### src/rtl/sc_levelseq_pkg.sv
// Shared definitions for the level sequencer and the lane registers that consume
// its level code: state encoding and the default level-code geometry.
package sc_levelseq_pkg;

  localparam int unsigned STATE_WIDTH = 3;

  typedef enum logic [STATE_WIDTH-1:0] {
    ST_IDLE     = 3'd0,
    ST_LOAD     = 3'd1,
    ST_SETTLE   = 3'd2,
    ST_RUN      = 3'd3,
    ST_GAMEOVER = 3'd4,
    ST_WIN      = 3'd5
  } state_e;

  // Lanes and sequencer must agree on these.
  localparam int unsigned DATAWIDTH_NVL_DEF = 2;
  localparam int unsigned NUM_LEVELS_DEF    = 4;

endpackage

### src/rtl/sc_levelseq_timer.sv
// Loadable down-counter that paces the SETTLE phase.
// Ports: clk, reset (sync, active-high), load/value (preset), enable (count down),
//        last (registered, high while count == 1).
module sc_levelseq_timer #(
  parameter int unsigned WIDTH = 5
) (
  input  logic             clk,
  input  logic             reset,
  input  logic             load,
  input  logic [WIDTH-1:0] value,
  input  logic             enable,
  output logic             last
);

  logic [WIDTH-1:0] count;

  // last is produced alongside the count so it is registered and aligned with it.
  always_ff @(posedge clk) begin
    if (reset) begin
      count <= '0;
      last  <= 1'b0;
    end else if (load) begin
      count <= value;
      last  <= (value == WIDTH'(1));
    end else if (enable && (count != '0)) begin
      count <= count - WIDTH'(1);
      last  <= (count == WIDTH'(2));
    end
  end

endmodule

### src/rtl/sc_levelseq.sv
// Game-level sequencer: owns the level code and the change-level strobe for all
// vehicle lanes, tracks lives, and gates motion through the run enable.
// Ports: SC_LEVELSEQ_CLOCK_50 / SC_LEVELSEQ_RESET (sync, active-high);
//        START/GOAL/CRASH one-cycle event pulses in;
//        NVL (level code), CN + FROG_RESET (one-cycle reload strobes), RUN,
//        LIVES, GAMEOVER, WIN out -- all registered.
module sc_levelseq
  import sc_levelseq_pkg::*;
#(
  parameter int unsigned DATAWIDTH_NVL = DATAWIDTH_NVL_DEF,
  parameter int unsigned NUM_LEVELS    = NUM_LEVELS_DEF,
  parameter int unsigned LIVES_INIT    = 3,
  parameter int unsigned LIVES_WIDTH   = 2,
  parameter int unsigned SETTLE_CYCLES = 16,
  parameter int unsigned SETTLE_WIDTH  = 5
) (
  input  logic                     SC_LEVELSEQ_CLOCK_50,
  input  logic                     SC_LEVELSEQ_RESET,
  input  logic                     SC_LEVELSEQ_START_IN,
  input  logic                     SC_LEVELSEQ_GOAL_IN,
  input  logic                     SC_LEVELSEQ_CRASH_IN,
  output logic [DATAWIDTH_NVL-1:0] SC_LEVELSEQ_NVL_OUT,
  output logic                     SC_LEVELSEQ_CN_OUT,
  output logic                     SC_LEVELSEQ_FROG_RESET_OUT,
  output logic                     SC_LEVELSEQ_RUN_OUT,
  output logic [LIVES_WIDTH-1:0]   SC_LEVELSEQ_LIVES_OUT,
  output logic                     SC_LEVELSEQ_GAMEOVER_OUT,
  output logic                     SC_LEVELSEQ_WIN_OUT
);

  localparam logic [DATAWIDTH_NVL-1:0] NVL_TOP    = DATAWIDTH_NVL'(NUM_LEVELS - 1);
  localparam logic [LIVES_WIDTH-1:0]   LIVES_FULL = LIVES_WIDTH'(LIVES_INIT);

  state_e state;
  logic   timer_load_c;
  logic   timer_en_c;
  logic   timer_last;

  // The settle timer is preset during the single LOAD cycle and runs through SETTLE.
  assign timer_load_c = (state == ST_LOAD);
  assign timer_en_c   = (state == ST_SETTLE);

  sc_levelseq_timer #(
    .WIDTH (SETTLE_WIDTH)
  ) u_timer (
    .clk    (SC_LEVELSEQ_CLOCK_50),
    .reset  (SC_LEVELSEQ_RESET),
    .load   (timer_load_c),
    .value  (SETTLE_WIDTH'(SETTLE_CYCLES)),
    .enable (timer_en_c),
    .last   (timer_last)
  );

  // Sequencer FSM; outputs are set on the transition so they are Moore values of
  // the state being entered.
  always_ff @(posedge SC_LEVELSEQ_CLOCK_50) begin
    if (SC_LEVELSEQ_RESET) begin
      state                      <= ST_IDLE;
      SC_LEVELSEQ_NVL_OUT        <= '0;
      SC_LEVELSEQ_LIVES_OUT      <= LIVES_FULL;
      SC_LEVELSEQ_CN_OUT         <= 1'b0;
      SC_LEVELSEQ_FROG_RESET_OUT <= 1'b0;
      SC_LEVELSEQ_RUN_OUT        <= 1'b0;
      SC_LEVELSEQ_GAMEOVER_OUT   <= 1'b0;
      SC_LEVELSEQ_WIN_OUT        <= 1'b0;
    end else begin
      // Reload strobes only ever last the one LOAD cycle.
      SC_LEVELSEQ_CN_OUT         <= 1'b0;
      SC_LEVELSEQ_FROG_RESET_OUT <= 1'b0;

      case (state)
        ST_IDLE, ST_GAMEOVER, ST_WIN: begin
          if (SC_LEVELSEQ_START_IN) begin
            state                      <= ST_LOAD;
            SC_LEVELSEQ_NVL_OUT        <= '0;
            SC_LEVELSEQ_LIVES_OUT      <= LIVES_FULL;
            SC_LEVELSEQ_CN_OUT         <= 1'b1;
            SC_LEVELSEQ_FROG_RESET_OUT <= 1'b1;
            SC_LEVELSEQ_GAMEOVER_OUT   <= 1'b0;
            SC_LEVELSEQ_WIN_OUT        <= 1'b0;
          end
        end

        ST_LOAD: begin
          state <= ST_SETTLE;
        end

        ST_SETTLE: begin
          if (timer_last) begin
            state               <= ST_RUN;
            SC_LEVELSEQ_RUN_OUT <= 1'b1;
          end
        end

        ST_RUN: begin
          // CRASH outranks GOAL when both arrive together.
          if (SC_LEVELSEQ_CRASH_IN) begin
            SC_LEVELSEQ_RUN_OUT <= 1'b0;
            if (SC_LEVELSEQ_LIVES_OUT > LIVES_WIDTH'(1)) begin
              state                      <= ST_LOAD;
              SC_LEVELSEQ_LIVES_OUT      <= SC_LEVELSEQ_LIVES_OUT - LIVES_WIDTH'(1);
              SC_LEVELSEQ_CN_OUT         <= 1'b1;
              SC_LEVELSEQ_FROG_RESET_OUT <= 1'b1;
            end else begin
              state                    <= ST_GAMEOVER;
              SC_LEVELSEQ_LIVES_OUT    <= '0;
              SC_LEVELSEQ_GAMEOVER_OUT <= 1'b1;
            end
          end else if (SC_LEVELSEQ_GOAL_IN) begin
            SC_LEVELSEQ_RUN_OUT <= 1'b0;
            if (SC_LEVELSEQ_NVL_OUT < NVL_TOP) begin
              state                      <= ST_LOAD;
              SC_LEVELSEQ_NVL_OUT        <= SC_LEVELSEQ_NVL_OUT + DATAWIDTH_NVL'(1);
              SC_LEVELSEQ_CN_OUT         <= 1'b1;
              SC_LEVELSEQ_FROG_RESET_OUT <= 1'b1;
            end else begin
              state               <= ST_WIN;
              SC_LEVELSEQ_WIN_OUT <= 1'b1;
            end
          end
        end

        default: begin
          state               <= ST_IDLE;
          SC_LEVELSEQ_RUN_OUT <= 1'b0;
        end
      endcase
    end
  end

endmodule
### config.mk
export PLATFORM = sky130hd
export DESIGN_NAME = sc_levelseq
export DESIGN_NICKNAME = d
export VERILOG_FILES = /design/src/rtl/sc_levelseq_pkg.sv /design/src/rtl/sc_levelseq_timer.sv /design/src/rtl/sc_levelseq.sv
export SDC_FILE = /design/constraint.sdc
export NUM_CORES = 1
export LEC_CHECK = 0
export BUFFER_PORTS_ARGS = -buffer_cell sky130_fd_sc_hd__buf_2
export CORE_MARGIN = 4
export CORE_UTILIZATION = 40
export CTS_CLUSTER_SIZE = 16
export DETAILED_ROUTE_END_ITERATION = 8
export MAX_ROUTING_LAYER = met4
export PLACE_DENSITY = 0.59
export RECOVER_POWER = 100
export SKIP_CTS_REPAIR_TIMING = 1
export SYNTH_ARGS = -nofsm -noshare
export SYNTH_HDL_FRONTEND = slang
export SYNTH_SLANG_ARGS = --single-unit
export TNS_END_PERCENT = 50
### constraint.sdc
create_clock -name SC_LEVELSEQ_CLOCK_50 -period 1.7 [get_ports SC_LEVELSEQ_CLOCK_50]
set_input_delay 0.255 -clock SC_LEVELSEQ_CLOCK_50 [delete_from_list [all_inputs] [get_ports SC_LEVELSEQ_CLOCK_50]]
set_output_delay 0.255 -clock SC_LEVELSEQ_CLOCK_50 [all_outputs]
set_load 0.1 [all_outputs]
== Word level (Yosys, flattened, before mapping) ==
Cells that the tools add are included.
Word-level totals
  flip-flop bits (word level): 17
  output and inout port bits: 9
  logic and storage cells: 81
Operators by class
  order comparisons: 2
  mux-type cells: 36
  add/subtract/negate cells: 3
  equal/unequal tests: 15
  reduce and logical (&&, ||, !) cells: 14
  bitwise logic cells: 1
Operators with widths (count)
  3-bit 2-to-1 mux: 6
  2-bit inequality test (second input constant): 8
  1-bit 2-to-1 mux: 14
  2-bit 2-to-1 mux: 7
  3-bit case mux with 4 select lines: 1
  5-bit 2-to-1 mux: 2
  5-bit AND reduction: 2
  3-bit AND reduction: 3
  2-bit case mux with 2 select lines: 2
  3-bit by 2-bit equality test with 1-bit output (second input constant): 2
  3-bit equality test (second input constant): 2
  1-bit case mux with 2 select lines: 3
  5-bit by 2-bit equality test with 1-bit output (second input constant): 1
  5-bit nonzero test: 1
  5-bit by 1-bit subtractor with 5-bit output (second input constant): 1
  4-bit AND reduction: 1
  2-bit nonzero test: 2
  4-bit OR reduction: 1
  3-bit by 1-bit equality test with 1-bit output (second input constant): 1
  3-bit zero test: 1
  3-bit inequality test (second input constant): 1
  1-bit case mux with 3 select lines: 1
  3-bit OR reduction: 1
  2-bit by 1-bit adder with 2-bit output (second input constant): 1
  6 further kinds: 6

== Longest topological paths before layout ==
  depth in word-level cells: 5
  mapped depth: 5
  depth with buffers taken out: 5

== Cells and area by module ==
From an unflattened synthesis, not the netlist that was laid out.
Second synthesis, totals
  cells, all modules: 111
  area, all modules: 958.4 um2
Modules (own cells, without submodules)
  sc_levelseq: cells an instance 65, sequential area each 220.2 um2, area each 566.8 um2, instances 1
  sc_levelseq_timer: cells an instance 46, sequential area each 120.1 um2, area each 391.6 um2, instances 1

== Least setup slack after synthesis ==
OpenSTA, ideal clock, no wires.
  kind: reg-to-reg
  start: reg SC_LEVELSEQ_NVL_OUT[0]
  end: reg SC_LEVELSEQ_NVL_OUT[0]
  stages on the path, launching flop included: 6
  path buffers: 0
  path slack: -0.102 ns
  setup time: 0.070 ns
  data required time: 1.630 ns
  data arrival time: 1.731 ns
  cells stage by stage: dfxtp_1 ha_1 nor3b_1 nand2_1 or2_0 a21oi_1
On the way
  longest elaborated chain between the ends: 5
RTL lines
  start, declared: RTL line sc_levelseq.sv:22  | output logic [DATAWIDTH_NVL-1:0] SC_LEVELSEQ_NVL_OUT,
  start signal, assigned: RTL line sc_levelseq.sv:113  | SC_LEVELSEQ_NVL_OUT <= SC_LEVELSEQ_NVL_OUT + DATAWIDTH_NVL'(1);
  2-bit by 1-bit adder with 2-bit output: RTL line sc_levelseq.sv:113
  2-bit 2-to-1 mux: RTL line sc_levelseq.sv:111  | if (SC_LEVELSEQ_NVL_OUT < NVL_TOP) begin
  2-bit 2-to-1 mux: RTL line sc_levelseq.sv:109  | end else if (SC_LEVELSEQ_GOAL_IN) begin
  2-bit 2-to-1 mux: RTL line sc_levelseq.sv:97  | if (SC_LEVELSEQ_CRASH_IN) begin
  2-bit case mux with 2 select lines: RTL line sc_levelseq.sv:71  | case (state)
Parallel ways exist; a longest one is shown, timed or not. The select of a mux whose other input is x is not followed.
A chain may end at the register's enable or synchronous reset.

== Final worst setup path ==
  start: reg state[1]
  end: reg u_timer.count[2]
On the way
  longest elaborated chain between the ends: 2
RTL lines
  start, declared: RTL line sc_levelseq.sv:34  | state_e state;
  start signal, assigned: RTL line sc_levelseq.sv:58  | state <= ST_IDLE;
  start signal, assigned: RTL line sc_levelseq.sv:74  | state <= ST_LOAD;
  start signal, assigned: RTL line sc_levelseq.sv:85  | state <= ST_SETTLE;
  3-bit by 1-bit equality test with 1-bit output / 3-bit by 2-bit equality test with 1-bit output (equally long branches): RTL line sc_levelseq.sv:40, sc_levelseq.sv:41
  2-bit OR reduction (no line) / 1-bit logical AND (equally long branches)
  end signal, assigned: RTL line sc_levelseq_timer.sv:23  | count <= value;
  end signal, assigned: RTL line sc_levelseq_timer.sv:26  | count <= count - WIDTH'(1);
  end, declared: RTL line sc_levelseq_timer.sv:15  | logic [WIDTH-1:0] count;
Parallel ways exist; a longest one is shown, timed or not.

==> results.toml <==
[setup_path]
cp-start-kind = "flop"
required_ns = 1.88
cp.arrival_ns = 1.64
max_stage_delay_ns = 0.45
worst_path_max_delay_cell = "dfxtp_1"
critical_path_peak_fanout = 9
end_kind = "flop"
crit_path_cell_trace = "or3b_1 -> nor3b_1 -> xnor2_1 -> nor2_1"
critPathKind = "flop to flop"

[timing]
finalCriticalPeriod_ns = 1.46
hold_ws_ns = 0.258
worstMarginPinSlew_ns = 0.541
slew_violations = 0
period_share_pct = 85.9
rsz0062_at_grt = "false"
setup_ws_ns = 0.240
finalSetupTns_ns = 0
slew_headroom_pct = 64.1
skew_ns = 0.00181
setup_viol = 0
hold_violations = 0
clock.fmax_mhz = 685

[power_and_ir_drop]
internal-power_uw = 566
peakVddDrop_mv = 0.553
power_uw = 853
leakage_uw = 0.000349
p_comb_share_pct = 21.5
p_sw_uw = 287
clockPowerShare_pct = 26.5
power_density_nw_per_um2 = 912
switching_share_pct = 33.7
power_frac_seq_pct = 52.0

[grt]
grt-ovfl-total = 0
grt_usage_pct = 14.1
grt_pass1_vias = 656
antenna_found_initial = 0
grt_start_max_net_pins = 13
grt_pass1_wl_mm = 2.86

[finish]
utilization_pct = 47.2
nFillCells = 200
area_growth_pct = 10.2
nNetsFinal = 117
diodes = 0
layout-drive-gt1-share_pct = 19.4

[status]
status = "finished, final reports clean"

[synthesis]
yosys.area.top_type = "dfxtp_1"
yosys.cell_count.top_type = "dfxtp_1"
dominantRegCellSynth = "dfxtp_1"
ys_top_cells_by_area = "dfxtp_1 (40%), nor2_1 (4.9%), a21oi_1 (4.7%), ha_1 (4.4%), o21ai_0 (3.5%)"
yosysWarnings = 0
syn_area_per_cell_um2 = 8.94
ys_ff_latch = 17
syn_nets = 103
synth_top_area_share_pct = 40.1
synth.top_cells.by_count = "dfxtp_1 (17), nor2_1 (11), a21oi_1 (8)"
syn_inst = 95
synth_cell_types = 35
ys_seq_area_share_pct = 40.1
synth-edff-count = 0
synthArstFlopShare_pct = 0
mappedNetlistArea_um2 = 850

[placement]
preCtsSetupSlack_ns = 0.315
place.port_buffers = 13
finalWeightedCongestion = 0.726
place_hpwl_mm = 1.24

[routing]
vias = 693
drtIter0Drc = 6
via_per_inst = 5.13
route.detailed.drc = 0
routed_wl_mm = 1.63
drtAntennaViolNets = 0
detail_route.wl_per_cell_um = 12.1
drt_first_pass_iters = 3

[clock_network]
cts_sinks = 17
cts_tree = "yes"
cts_max_path_buffers = 2
clockRootBuffer = "clkbuf_4"
cts_made_buffers = 3
clk_latency_ns = 0.29
cts.clk_slew.worst_paths_ns = 0.11
cts_max_level = 1

[floorplanning]
fp-row-count = 16
initial_utilization_pct = 42.9
core-area_um2 = 1980
ioPinCount = 14
die_w_um = 54.1
die-area_um2 = 2930
die_h_um = 54.1

[flow_run]
drv_cap = 0

[worst_hold_path]
hold_path.class = "input pin to flop"
[routing by layer]
metal	GRT usage, %	vias to the layer above	wire (um)
met5	-	-	0
met4	3.73	0	15
met3	5.82	2	33
met2	22.6	8	774
met1	16.2	318	804
li1	-	365	-
[registers in the layout, indices dropped and copies added, names as in the netlist]
| signal | count |
|---|---|
| u_timer.count | 5 |
| SC_LEVELSEQ_NVL_OUT | 2 |
| SC_LEVELSEQ_LIVES_OUT | 2 |
| SC_LEVELSEQ_RUN_OUT | 1 |
| state | 3 |
| SC_LEVELSEQ_FROG_RESET_OUT | 1 |
| u_timer.last | 1 |
| SC_LEVELSEQ_GAMEOVER_OUT | 1 |
| SC_LEVELSEQ_WIN_OUT | 1 |
[final timing paths]
kind | start | endpoint | slack [ns] | depth (start not counted)
worst max-delay path | state[1] | u_timer.count[2] | 0.24 | 4
worst max register to register | state[1] | u_timer.count[2] | 0.24 | 4
worst min register to register | SC_LEVELSEQ_LIVES_OUT[0] | SC_LEVELSEQ_LIVES_OUT[0] | 0.50 | 2
worst min-delay path | SC_LEVELSEQ_START_IN | state[2] | 0.26 | 3
[area by class of cell]
| type | count | area, um^2 | share of cell area (%) |
|---|---|---|---|
| multi-input combinational | 71 | 457 | 48.8 |
| sequential | 17 | 342 | 36.5 |
| timing repair buffer | 14 | 68.8 | 7.35 |
| tap | 27 | 33.8 | 3.61 |
| clock buffer | 3 | 22.5 | 2.41 |
| inverter | 2 | 7.51 | 0.802 |
| clock inverter | 1 | 5.00 | 0.535 |
[stage by stage]
| stage | area, um^2 | cells |
|---|---|---|
| 2_1_floorplan | 852 | 95 |
| 3_3_place_gp | 926 | 131 |
| 3_5_place_dp | 926 | 131 |
| 4_1_cts | 953 | 135 |
| 5_1_grt | 936 | 135 |
| 6_report | 936 | 135 |
[cell families after synthesis]
kind of cell	count (synthesis)	synth area share (%)
buf+inv	7	4.71
flops	17	40.1
fa+ha+maj	3	4.42
simple gates	41	28.9
compound gates	24	18.9
xor+xnor	3	3.09
[power groups by stage]
stage	clock (uW)	sequential, uW	combinational, uW
6_report	226	444	184
5_1_grt	258	447	202
4_1_cts	236	444	198
3_5_place_dp	0	454	197
3_3_place_gp	0	452	196
2_1_floorplan	0	471	143
[worst max-delay path, delay by kind of cell (launching register included)]
family	cells	cell delay, ns
and+or+nand+nor	3	0.76
DFF	1	0.45
xor gates and xnor gates	1	0.15
[layout by cell type (no fill, tap or decap), types with 2 or more instances in the layout]
cell      instances
clkbuf_2          9
a22oi_1           2
a21oi_1           8
a211oi_1          3
nand3b_1          2
nor3b_1           3
nand2b_1          3
and3b_1           2
nor2b_1           3
o21ai_0           6
nand3_1           4
nand2_1           4
buf_2             4
dfxtp_1          16
xnor2_1           3
nor2_1           11
clkbuf_4          3
inv_1             2
nand4b_1          2
ha_1              3
Note: power is estimated with default switching activity, not from simulation.
